===== src/rtl/packet_arbiter_pkg.sv =====
// Shared encodings and helpers for the packet arbiter slice.
package packet_arbiter_pkg;

  typedef enum logic {
    ARB_IDLE  = 1'b0,
    ARB_GRANT = 1'b1
  } arb_state_e;

  function automatic int clog2(input int v);
    int r;
    r = 0;
    while ((1 << r) < v) r++;
    return r;
  endfunction

endpackage


===== src/rtl/packet_arbiter_id_fifo.sv =====
// Show-ahead queue of granted port IDs; head steers egress packets home.
module packet_arbiter_id_fifo
  import packet_arbiter_pkg::*;
#(
  parameter int W     = 1,
  parameter int DEPTH = 4,
  parameter int CNT_W = clog2(DEPTH) + 1
) (
  input  logic             i_clock,
  input  logic             i_reset,
  input  logic             i_push,
  input  logic [W-1:0]     i_din,
  input  logic             i_pop,
  output logic [W-1:0]     o_dout,
  output logic             o_full,
  output logic             o_empty,
  output logic [CNT_W-1:0] o_count
);
  localparam int AW = (clog2(DEPTH) > 1) ? clog2(DEPTH) : 1;

  logic [W-1:0]     r_mem [DEPTH];
  logic [AW-1:0]    r_wr, r_rd;
  logic [CNT_W-1:0] r_count;
  logic             w_do_push, w_do_pop;

  assign o_full    = (r_count == CNT_W'(DEPTH));
  assign o_empty   = (r_count == '0);
  assign o_count   = r_count;
  assign o_dout    = r_mem[r_rd];
  // A pop frees the slot the same cycle, so push+pop is legal even when full.
  assign w_do_push = i_push & (~o_full | i_pop);
  assign w_do_pop  = i_pop & ~o_empty;

  always_ff @(posedge i_clock)
    if (w_do_push) r_mem[r_wr] <= i_din;

  always_ff @(posedge i_clock or posedge i_reset) begin
    if (i_reset) begin
      r_wr    <= '0;
      r_rd    <= '0;
      r_count <= '0;
    end else begin
      if (w_do_push) r_wr <= r_wr + AW'(1);
      if (w_do_pop)  r_rd <= r_rd + AW'(1);
      case ({w_do_push, w_do_pop})
        2'b10:   r_count <= r_count + CNT_W'(1);
        2'b01:   r_count <= r_count - CNT_W'(1);
        default: r_count <= r_count;
      endcase
    end
  end

endmodule


===== src/rtl/packet_arbiter.sv =====
// Packet-granular round-robin arbiter in front of a shared datapath,
// with an in-order ID queue routing egress packets back to their source port.
module packet_arbiter
  import packet_arbiter_pkg::*;
#(
  parameter int NUM_PORTS     = 2,
  parameter int DATA_SIZE     = 8,
  parameter int ID_FIFO_DEPTH = 4
) (
  input  logic                           clock,
  input  logic                           reset,
  input  logic [NUM_PORTS*DATA_SIZE-1:0] in_data,
  input  logic [NUM_PORTS-1:0]           in_valid,
  output logic [NUM_PORTS-1:0]           in_ready,
  input  logic [NUM_PORTS-1:0]           in_last,
  output logic [DATA_SIZE-1:0]           proc_in_data,
  output logic                           proc_in_valid,
  input  logic                           proc_in_ready,
  output logic                           proc_in_last,
  input  logic [DATA_SIZE-1:0]           proc_out_data,
  input  logic                           proc_out_valid,
  output logic                           proc_out_ready,
  input  logic                           proc_out_last,
  output logic [DATA_SIZE-1:0]           out_data,
  output logic [NUM_PORTS-1:0]           out_valid,
  input  logic [NUM_PORTS-1:0]           out_ready,
  output logic                           out_last,
  output logic                           busy,
  output logic                           error
);
  localparam int ID_W  = (clog2(NUM_PORTS) > 1) ? clog2(NUM_PORTS) : 1;
  localparam int CNT_W = clog2(ID_FIFO_DEPTH) + 1;

  arb_state_e       r_state;
  logic [ID_W-1:0]  r_rr_ptr, r_grant;
  logic             r_error;

  logic [ID_W-1:0]  w_sel, w_rr_next, w_head;
  logic             w_push, w_pop, w_full, w_empty;
  logic [CNT_W-1:0] w_count;

  // Scan from the far end so the last hit is the first valid port at/after rr_ptr.
  always_comb begin
    w_sel = '0;
    for (int k = NUM_PORTS - 1; k >= 0; k--) begin
      if (in_valid[(int'(r_rr_ptr) + k) % NUM_PORTS])
        w_sel = ID_W'((int'(r_rr_ptr) + k) % NUM_PORTS);
    end
  end

  assign w_rr_next = (int'(r_grant) + 1 >= NUM_PORTS) ? '0 : r_grant + ID_W'(1);
  assign w_push    = (r_state == ARB_IDLE) && (|in_valid) && !w_full;
  assign w_pop     = !w_empty && proc_out_valid && proc_out_ready && proc_out_last;

  always_comb begin
    proc_in_data  = '0;
    proc_in_valid = 1'b0;
    proc_in_last  = 1'b0;
    in_ready      = '0;
    if (r_state == ARB_GRANT) begin
      proc_in_data      = in_data[int'(r_grant)*DATA_SIZE +: DATA_SIZE];
      proc_in_valid     = in_valid[r_grant];
      proc_in_last      = in_last[r_grant];
      in_ready[r_grant] = proc_in_ready;
    end
  end

  always_comb begin
    out_valid      = '0;
    proc_out_ready = 1'b0;
    out_data       = '0;
    out_last       = 1'b0;
    if (!w_empty) begin
      out_valid[w_head] = proc_out_valid;
      proc_out_ready    = out_ready[w_head];
      out_data          = proc_out_data;
      out_last          = proc_out_last;
    end
  end

  assign busy  = (r_state == ARB_GRANT) || (w_count != '0);
  assign error = r_error;

  always_ff @(posedge clock or posedge reset) begin
    if (reset) begin
      r_state  <= ARB_IDLE;
      r_rr_ptr <= '0;
      r_grant  <= '0;
      r_error  <= 1'b0;
    end else begin
      if (proc_out_valid && w_empty) r_error <= 1'b1;
      case (r_state)
        ARB_IDLE:
          if (w_push) begin
            r_grant <= w_sel;
            r_state <= ARB_GRANT;
          end
        ARB_GRANT:
          if (proc_in_valid && proc_in_ready && proc_in_last) begin
            r_rr_ptr <= w_rr_next;
            r_state  <= ARB_IDLE;
          end
        default: r_state <= ARB_IDLE;
      endcase
    end
  end

  packet_arbiter_id_fifo #(
    .W     (ID_W),
    .DEPTH (ID_FIFO_DEPTH),
    .CNT_W (CNT_W)
  ) u_id_fifo (
    .i_clock (clock),
    .i_reset (reset),
    .i_push  (w_push),
    .i_din   (w_sel),
    .i_pop   (w_pop),
    .o_dout  (w_head),
    .o_full  (w_full),
    .o_empty (w_empty),
    .o_count (w_count)
  );

endmodule


===== config.mk =====
export PLATFORM = sky130hd
export DESIGN_NAME = packet_arbiter
export DESIGN_NICKNAME = d
export VERILOG_FILES = /design/src/rtl/packet_arbiter_pkg.sv /design/src/rtl/packet_arbiter_id_fifo.sv /design/src/rtl/packet_arbiter.sv
export SDC_FILE = /design/constraint.sdc
export NUM_CORES = 1
export LEC_CHECK = 0
export CORE_MARGIN = 10
export CORE_UTILIZATION = 41
export DETAILED_ROUTE_END_ITERATION = 7
export GPL_ROUTABILITY_DRIVEN = 0
export PLACE_DENSITY = 0.86
export SKIP_LAST_GASP = 1
export SYNTH_ARGS = -nofsm -noshare
export SYNTH_HDL_FRONTEND = slang
export SYNTH_HIERARCHICAL = 1
export SYNTH_SLANG_ARGS = --single-unit

===== constraint.sdc =====
create_clock -name clock -period 8.5 [get_ports clock]
set_input_delay 0.85 -clock clock [delete_from_list [all_inputs] [get_ports clock]]
set_output_delay 0.85 -clock clock [all_outputs]
set_load 0.005 [all_outputs]

# After elaboration in Yosys (flattened, before gate mapping)
# Memory sizes are Yosys's and may differ from the RTL's.
# Index checks and enable logic that the tools add are counted.
# Widths: inputs -> output; s select.
[totals] reg_bits=11 ramBits=4 in_bits=35 output_inout_bits=26 elab_cells=86 n_memories=1
[classes] n_addsub=7 magnitude_cmp=7 n_eq_ne=3 shifts=1 muxes=32 bitwise_logic=9 reduce_logical=19
[memory_table] memory="u_id_fifo.r_mem" depth=4 width=1 rd=1 rd_ports_with_merged_regs=0 write_ports=1 line_no="packet_arbiter_id_fifo.sv:21" source="logic [W-1:0] r_mem [DEPTH];"
[ops] op="$mux 1" n=24
[ops] op="$mux 8" n=2
[ops] op="$shiftx 16x5->8" n=1
[ops] op="$logic_and 1x1->1" n=10
[ops] op="$lt 1x2->1 const B" n=3
[ops] op="$pmux 3 s2" n=1
[ops] op="$add 2x1->2 const B" n=2
[ops] op="$and 2x2->2" n=2
[ops] op="$mux 2" n=2
[ops] op="$reduce_and 2->1" n=2
[ops] op="$add 3x1->3 const B" n=1
[ops] op="$eq 3x3->1 const B" n=1
[ops] op="$logic_not 3->1" n=1
[ops] op="$lt 2x3->1 const B" n=1
[ops] op="$not 1->1" n=3
[ops] op="$reduce_bool 3->1" n=1
[ops] op="$sub 3x1->3 const B" n=1
[ops] op="$add 1x1->1 const B" n=2
[ops] op="$add 1x1->2 const B" n=1
[ops] op="$and 1x1->1" n=2
[ops] op="$demux 1 s1" n=2
[ops] op="$eq 2x1->1 const B" n=1
[ops] op="$eq 2x2->1 const B" n=1
[ops] op="$ge 1x1->1 const B" n=2
[ops] op="8 further kinds" n=9

# Logic depth before layout (Yosys ltp)
# An unclocked memory read counts as a cell.
[depth] word_depth=10 ltp_mapped=11

# Modules after synthesis
# Netlist, hierarchy kept.
[by_module_without_submodules] mod="packet_arbiter_id_fifo" instances=1 cells_each=44 area_each_um2=584.3
[by_module_without_submodules] mod="packet_arbiter" instances=1 cells_each=56 area_each_um2=500.5

# Worst setup path before layout
# OpenSTA, ideal clock, no wires.
[synth_timing] path_kind="flip-flop to flip-flop" startpoint="reg u_id_fifo.r_rd[0]" endpoint="reg u_id_fifo.r_count[2] (netlist: u_id_fifo/o_count[2])" setup_time_ns=0.079 t_arrival_ns=2.644 setup_slack_ns=5.777 stages_incl_launch_ff=11 n_path_buf=0 path_cell_list="dfrtp_1 > mux4_2 > mux2i_1 > nor4bb_1 > o31a_2 > ha_1 > inv_1 > fa_1 > xor2_1 > nor2_1 > xor2_1"
[synth_via] elab_cells_between_ends=13 cone_classes="2 x eq/ne; 4 x mux; 3 x bitwise; 3 x reduce/logical; 1 x memory"
[synth_lines] item="from (decl)" line_no="packet_arbiter_id_fifo.sv:22" source="logic [AW-1:0] r_wr, r_rd;"
[synth_lines] item="from (signal assigned)" line_no="packet_arbiter_id_fifo.sv:44" source="if (w_do_pop) r_rd <= r_rd + AW'(1);"
[synth_lines] item="$mem_v2 4x1 *"
[synth_lines] item="net w_head" line_no="packet_arbiter.sv:38" source="logic [ID_W-1:0] w_sel, w_rr_next, w_head;"
[synth_lines] item="$mux 1 (implied by the code) * (2 in a row)" line_no="packet_arbiter.sv:75" source="proc_out_ready = out_ready[w_head];"
[synth_lines] item="$mux 1 *" line_no="packet_arbiter.sv:73" source="if (!w_empty) begin"
[synth_lines] item="$logic_and 1x1->1 * (2 in a row)" line_no="packet_arbiter.sv:53" source="assign w_pop = !w_empty && proc_out_valid && proc_out_ready && proc_out_last;"
[synth_lines] item="net w_pop" line_no="packet_arbiter.sv:39" source="logic w_push, w_pop, w_full, w_empty;"
[synth_lines] item="$and 1x1->1 *" line_no="packet_arbiter_id_fifo.sv:32" source="assign w_do_pop = i_pop & ~o_empty;"
[synth_lines] item="net u_id_fifo.w_do_pop" line_no="packet_arbiter_id_fifo.sv:24" source="logic w_do_push, w_do_pop;"
[synth_lines] item="$eq 2x1->1 / $eq 2x2->1 (equally long branches)" line_no="packet_arbiter_id_fifo.sv:45" source="case ({w_do_push, w_do_pop})"
[synth_lines] item="$pmux 3 s2 / $reduce_bool 2->1 (equally long branches)"
[synth_lines] item="to (signal assigned)" line_no="packet_arbiter_id_fifo.sv:46" source="2'b10: r_count <= r_count + CNT_W'(1);"
[synth_lines] item="to (signal assigned)" line_no="packet_arbiter_id_fifo.sv:47" source="2'b01: r_count <= r_count - CNT_W'(1);"
[synth_lines] item="to (signal assigned)" line_no="packet_arbiter_id_fifo.sv:48" source="default: r_count <= r_count;"
[synth_lines] item="to (decl)" line_no="packet_arbiter_id_fifo.sv:23" source="logic [CNT_W-1:0] r_count;"
# The timed path passes the listed nets; every way through them passes the cells marked *. The select of a mux whose other input is x is not followed.
# A chain may end at the register's enable or synchronous reset.

# Worst setup path in the final report
# Ends and elaborated chain as after synthesis.

==> metrics.yaml <==
placed_design:
  placement.io_buffers: 60
  dp_hpwl_mm: 2.901
power_and_ir_drop:
  pwr_density_cell_nw_per_um2: 270.0
  p_leak_nw: 0.7570
  vdd_ir_drop_max_mv: 0.1755
sta:
  tns_ps: 0
  slew_headroom_pct: 57.18
  setup_viol: 0
  final-hold-violation-count: 0
  fin_crit_sh_pct: 35.55
  fmax_mhz: 330.9
  tightest_slew_ps: 642.3
  fin_skew_ps: 7.881
  min_period_ps: 3022
  drv_slew: 0
  rsz0062_at_grt: "no"
floorplanning:
  initial_core_util_pct: 43.39
  io_pins: 61
  num_rows: 18
  dieHeight_microns: 71.44
  die_area_sq_um: 5103
  core_sq_um: 2500
  die_w_microns: 71.44
critical_path:
  required_ps: 8710
  slowest_delay_ps: 570
  endpoint_kind: "flop"
  arrival_ps: 3230
  cpMaxStageDelayCell: "mux4_2"
  worst-path-max-fanout: 3
  cp_top_family: "multiplexers"
  cp_common_cell: "xor2_1"
  r2r_start: "u_id_fifo/r_rd[0]"
  crit_start: "u_id_fifo/r_rd[0]"
  worst-path-buf-inv: 1
  path_cells: "mux4_2 -> mux2i_1 -> nor4bb_1 -> o31a_2 -> ha_1 -> inv_1 -> fa_1 -> xor2_1 -> nor2_1 -> xor2_1"
  crit_type: "flop to flop"
  startpoint_type: "flop"
clock_network:
  cts.sinks: 15
  clkTransAtPathRegs_ps: 90
  cts_buffer_depth: 2
  cts_tree: "built"
  cts_buffers: 3
  clkLatencyLatePin_ps: 280
  cts_resized: 0
  cts_setup_buffers: 0
  clockRootBuffer: "clkbuf_4"
  cts_max_level: 1
  hold_buffers: 0
grt:
  grtUsageTotal_pct: 13.09
  antenna_found_initial: 0
  grt_pass1_wl_mm: 5.354
  grt_overflow: 0
  grt_pass1_vias: 1008
  grt_max_degree: 17
synthesis:
  async_flop_share_pct: 73.33
  yosysTopAreaCell: "dfrtp_1"
  synth-seq-cells: 15
  netlist_instances: 100
  synth_flop_cell: "dfrtp_1"
  avgSynthCellArea_sq_um: 10.85
  ys_seq_area_share_pct: 36.45
  synthesis.area_sq_um: 1085
  syn-num-nets: 141
  netlist.area_leader.share_pct: 25.37
  synth.area.top_cells: "dfrtp_1, mux2i_1, edfxtp_1, nor2b_1, ha_1"
  synth_edf_count: 4
  synth_warnings: 6
  synth.distinct_cells: 32
final_layout:
  nFillCells: 202
  drive_gt1_share_pct: 9.938
  final_core_util_pct: 69.27
  layout.nets: 203
  area_growth_pct: 59.63
  layout_common_cells: "clkdlybuf4s50_1, nor2b_1, mux2i_1"
  final_common_cell: "clkdlybuf4s50_1"
  insertedDiodeCount: 0
detailed_routing:
  drtPass1Iterations: 4
  via_count: 924
  wl_per_cell_microns: 17.49
  ant_nets: 0
  vias_per_cell: 4.838
  drt_iter0_drc: 42
  wl_mm: 3.340
  remaining_drc_errors: 0
worst_hold_path:
  hp-start: "error"
  hold_path.class: "flop to flop"
status:
  status: "complete, no violations"
job:
  drv_cap: 0
## through the flow
stage               power [mW]  setup slack, ps  area (sq um)  cells  hold WS (ps)
finish                  0.4675             5478          1732    191         475.9
floorplan               0.2954             5777          1085    100         451.0
global route            0.5059             5291          1732    191         508.6
detailed placement      0.4329             5200          1704    187         456.6
global placement        0.4133             5305          1704    187         451.3
CTS                     0.4748             5454          1732    191         478.4
## synth_stat cells (2+ instances only)
cell and number:
edfxtp_1 4, a21o_1 2, nor2_1 4, xor2_1 3
xnor2_1 3, mux2i_1 12, clkbuf_1 2, mux2_4 2
and2_2 4, nand2_1 2, ha_1 5, nor2b_1 18
inv_1 10, dfrtp_1 11
## worst reg2reg max path, stage by stage (launching register included)
cell	delay, ps
dfrtp_1	410
mux4_2	570
mux2i_1	170
nor4bb_1	490
o31a_2	280
ha_1	180
inv_1	60
fa_1	380
xor2_1	150
nor2_1	110
xor2_1	150
## kinds of logic (layout without fill, tap and decap cells)
group                    after synthesis  after routing  share of synthesized area (%)
AND/OR/NAND/NOR                       38             38                          23.88
multiplexers                          16             16                          16.96
flip-flops                            15             15                          36.45
buffers and inverters                 14             75                          5.883
adder cells (fa/ha/maj)                6              6                          7.613
XOR/XNOR                               6              6                          4.845
AO/OA/AOI/OAI                          5              5                          4.382
## path summary, 6_finish.rpt
check / cells past startpoint / slack, ps / endpoint
max in group asynchronous: 2 / 7440 / u_id_fifo/o_count[2]
min in group asynchronous: 2 / 770 / error
worst max register to register: 10 / 5480 / u_id_fifo/o_count[2]
worst min register to register: 1 / 480 / error
worst min-delay path: 1 / 480 / error
worst max-delay path: 10 / 5480 / u_id_fifo/o_count[2]
## sequential cells by signal, indices dropped and copies added (netlist names)
| signal | count |
|---|---|
| r_state | 1 |
| error | 1 |
| u_id_fifo/r_wr | 2 |
| u_id_fifo/r_mem | 4 |
| r_rr_ptr | 1 |
| u_id_fifo/o_count | 3 |
| u_id_fifo/r_rd | 2 |
| r_grant | 1 |
## final cells by class
type | count | area, sq um | share of cell area, %
clock buffer | 3 | 22.52 | 1.301
timing repair buffer | 61 | 608.1 | 35.12
inverter | 10 | 37.54 | 2.168
clock inverter | 1 | 5.005 | 0.2890
sequential | 15 | 395.4 | 22.83
tap | 30 | 37.54 | 2.168
multi-input combinational | 71 | 625.6 | 36.13
## where the power goes
part           total, mW  leakage (nW)  switching, mW  internal [mW]
sequential         0.151         0.161         0.0467          0.104
combinational      0.276         0.578          0.102          0.174
clock             0.0403        0.0177         0.0228         0.0175
## metal layers
| metal | track usage, % | routed length [microns] |
|---|---|---|
| met3 | 5.234 | 340 |
| met2 | 24.12 | 1744 |
| met4 | 3.656 | 35 |
| met5 | 0 | 0 |
| met1 | 13.19 | 1220 |
No activity file was read; power rests on OpenSTA's default activity.
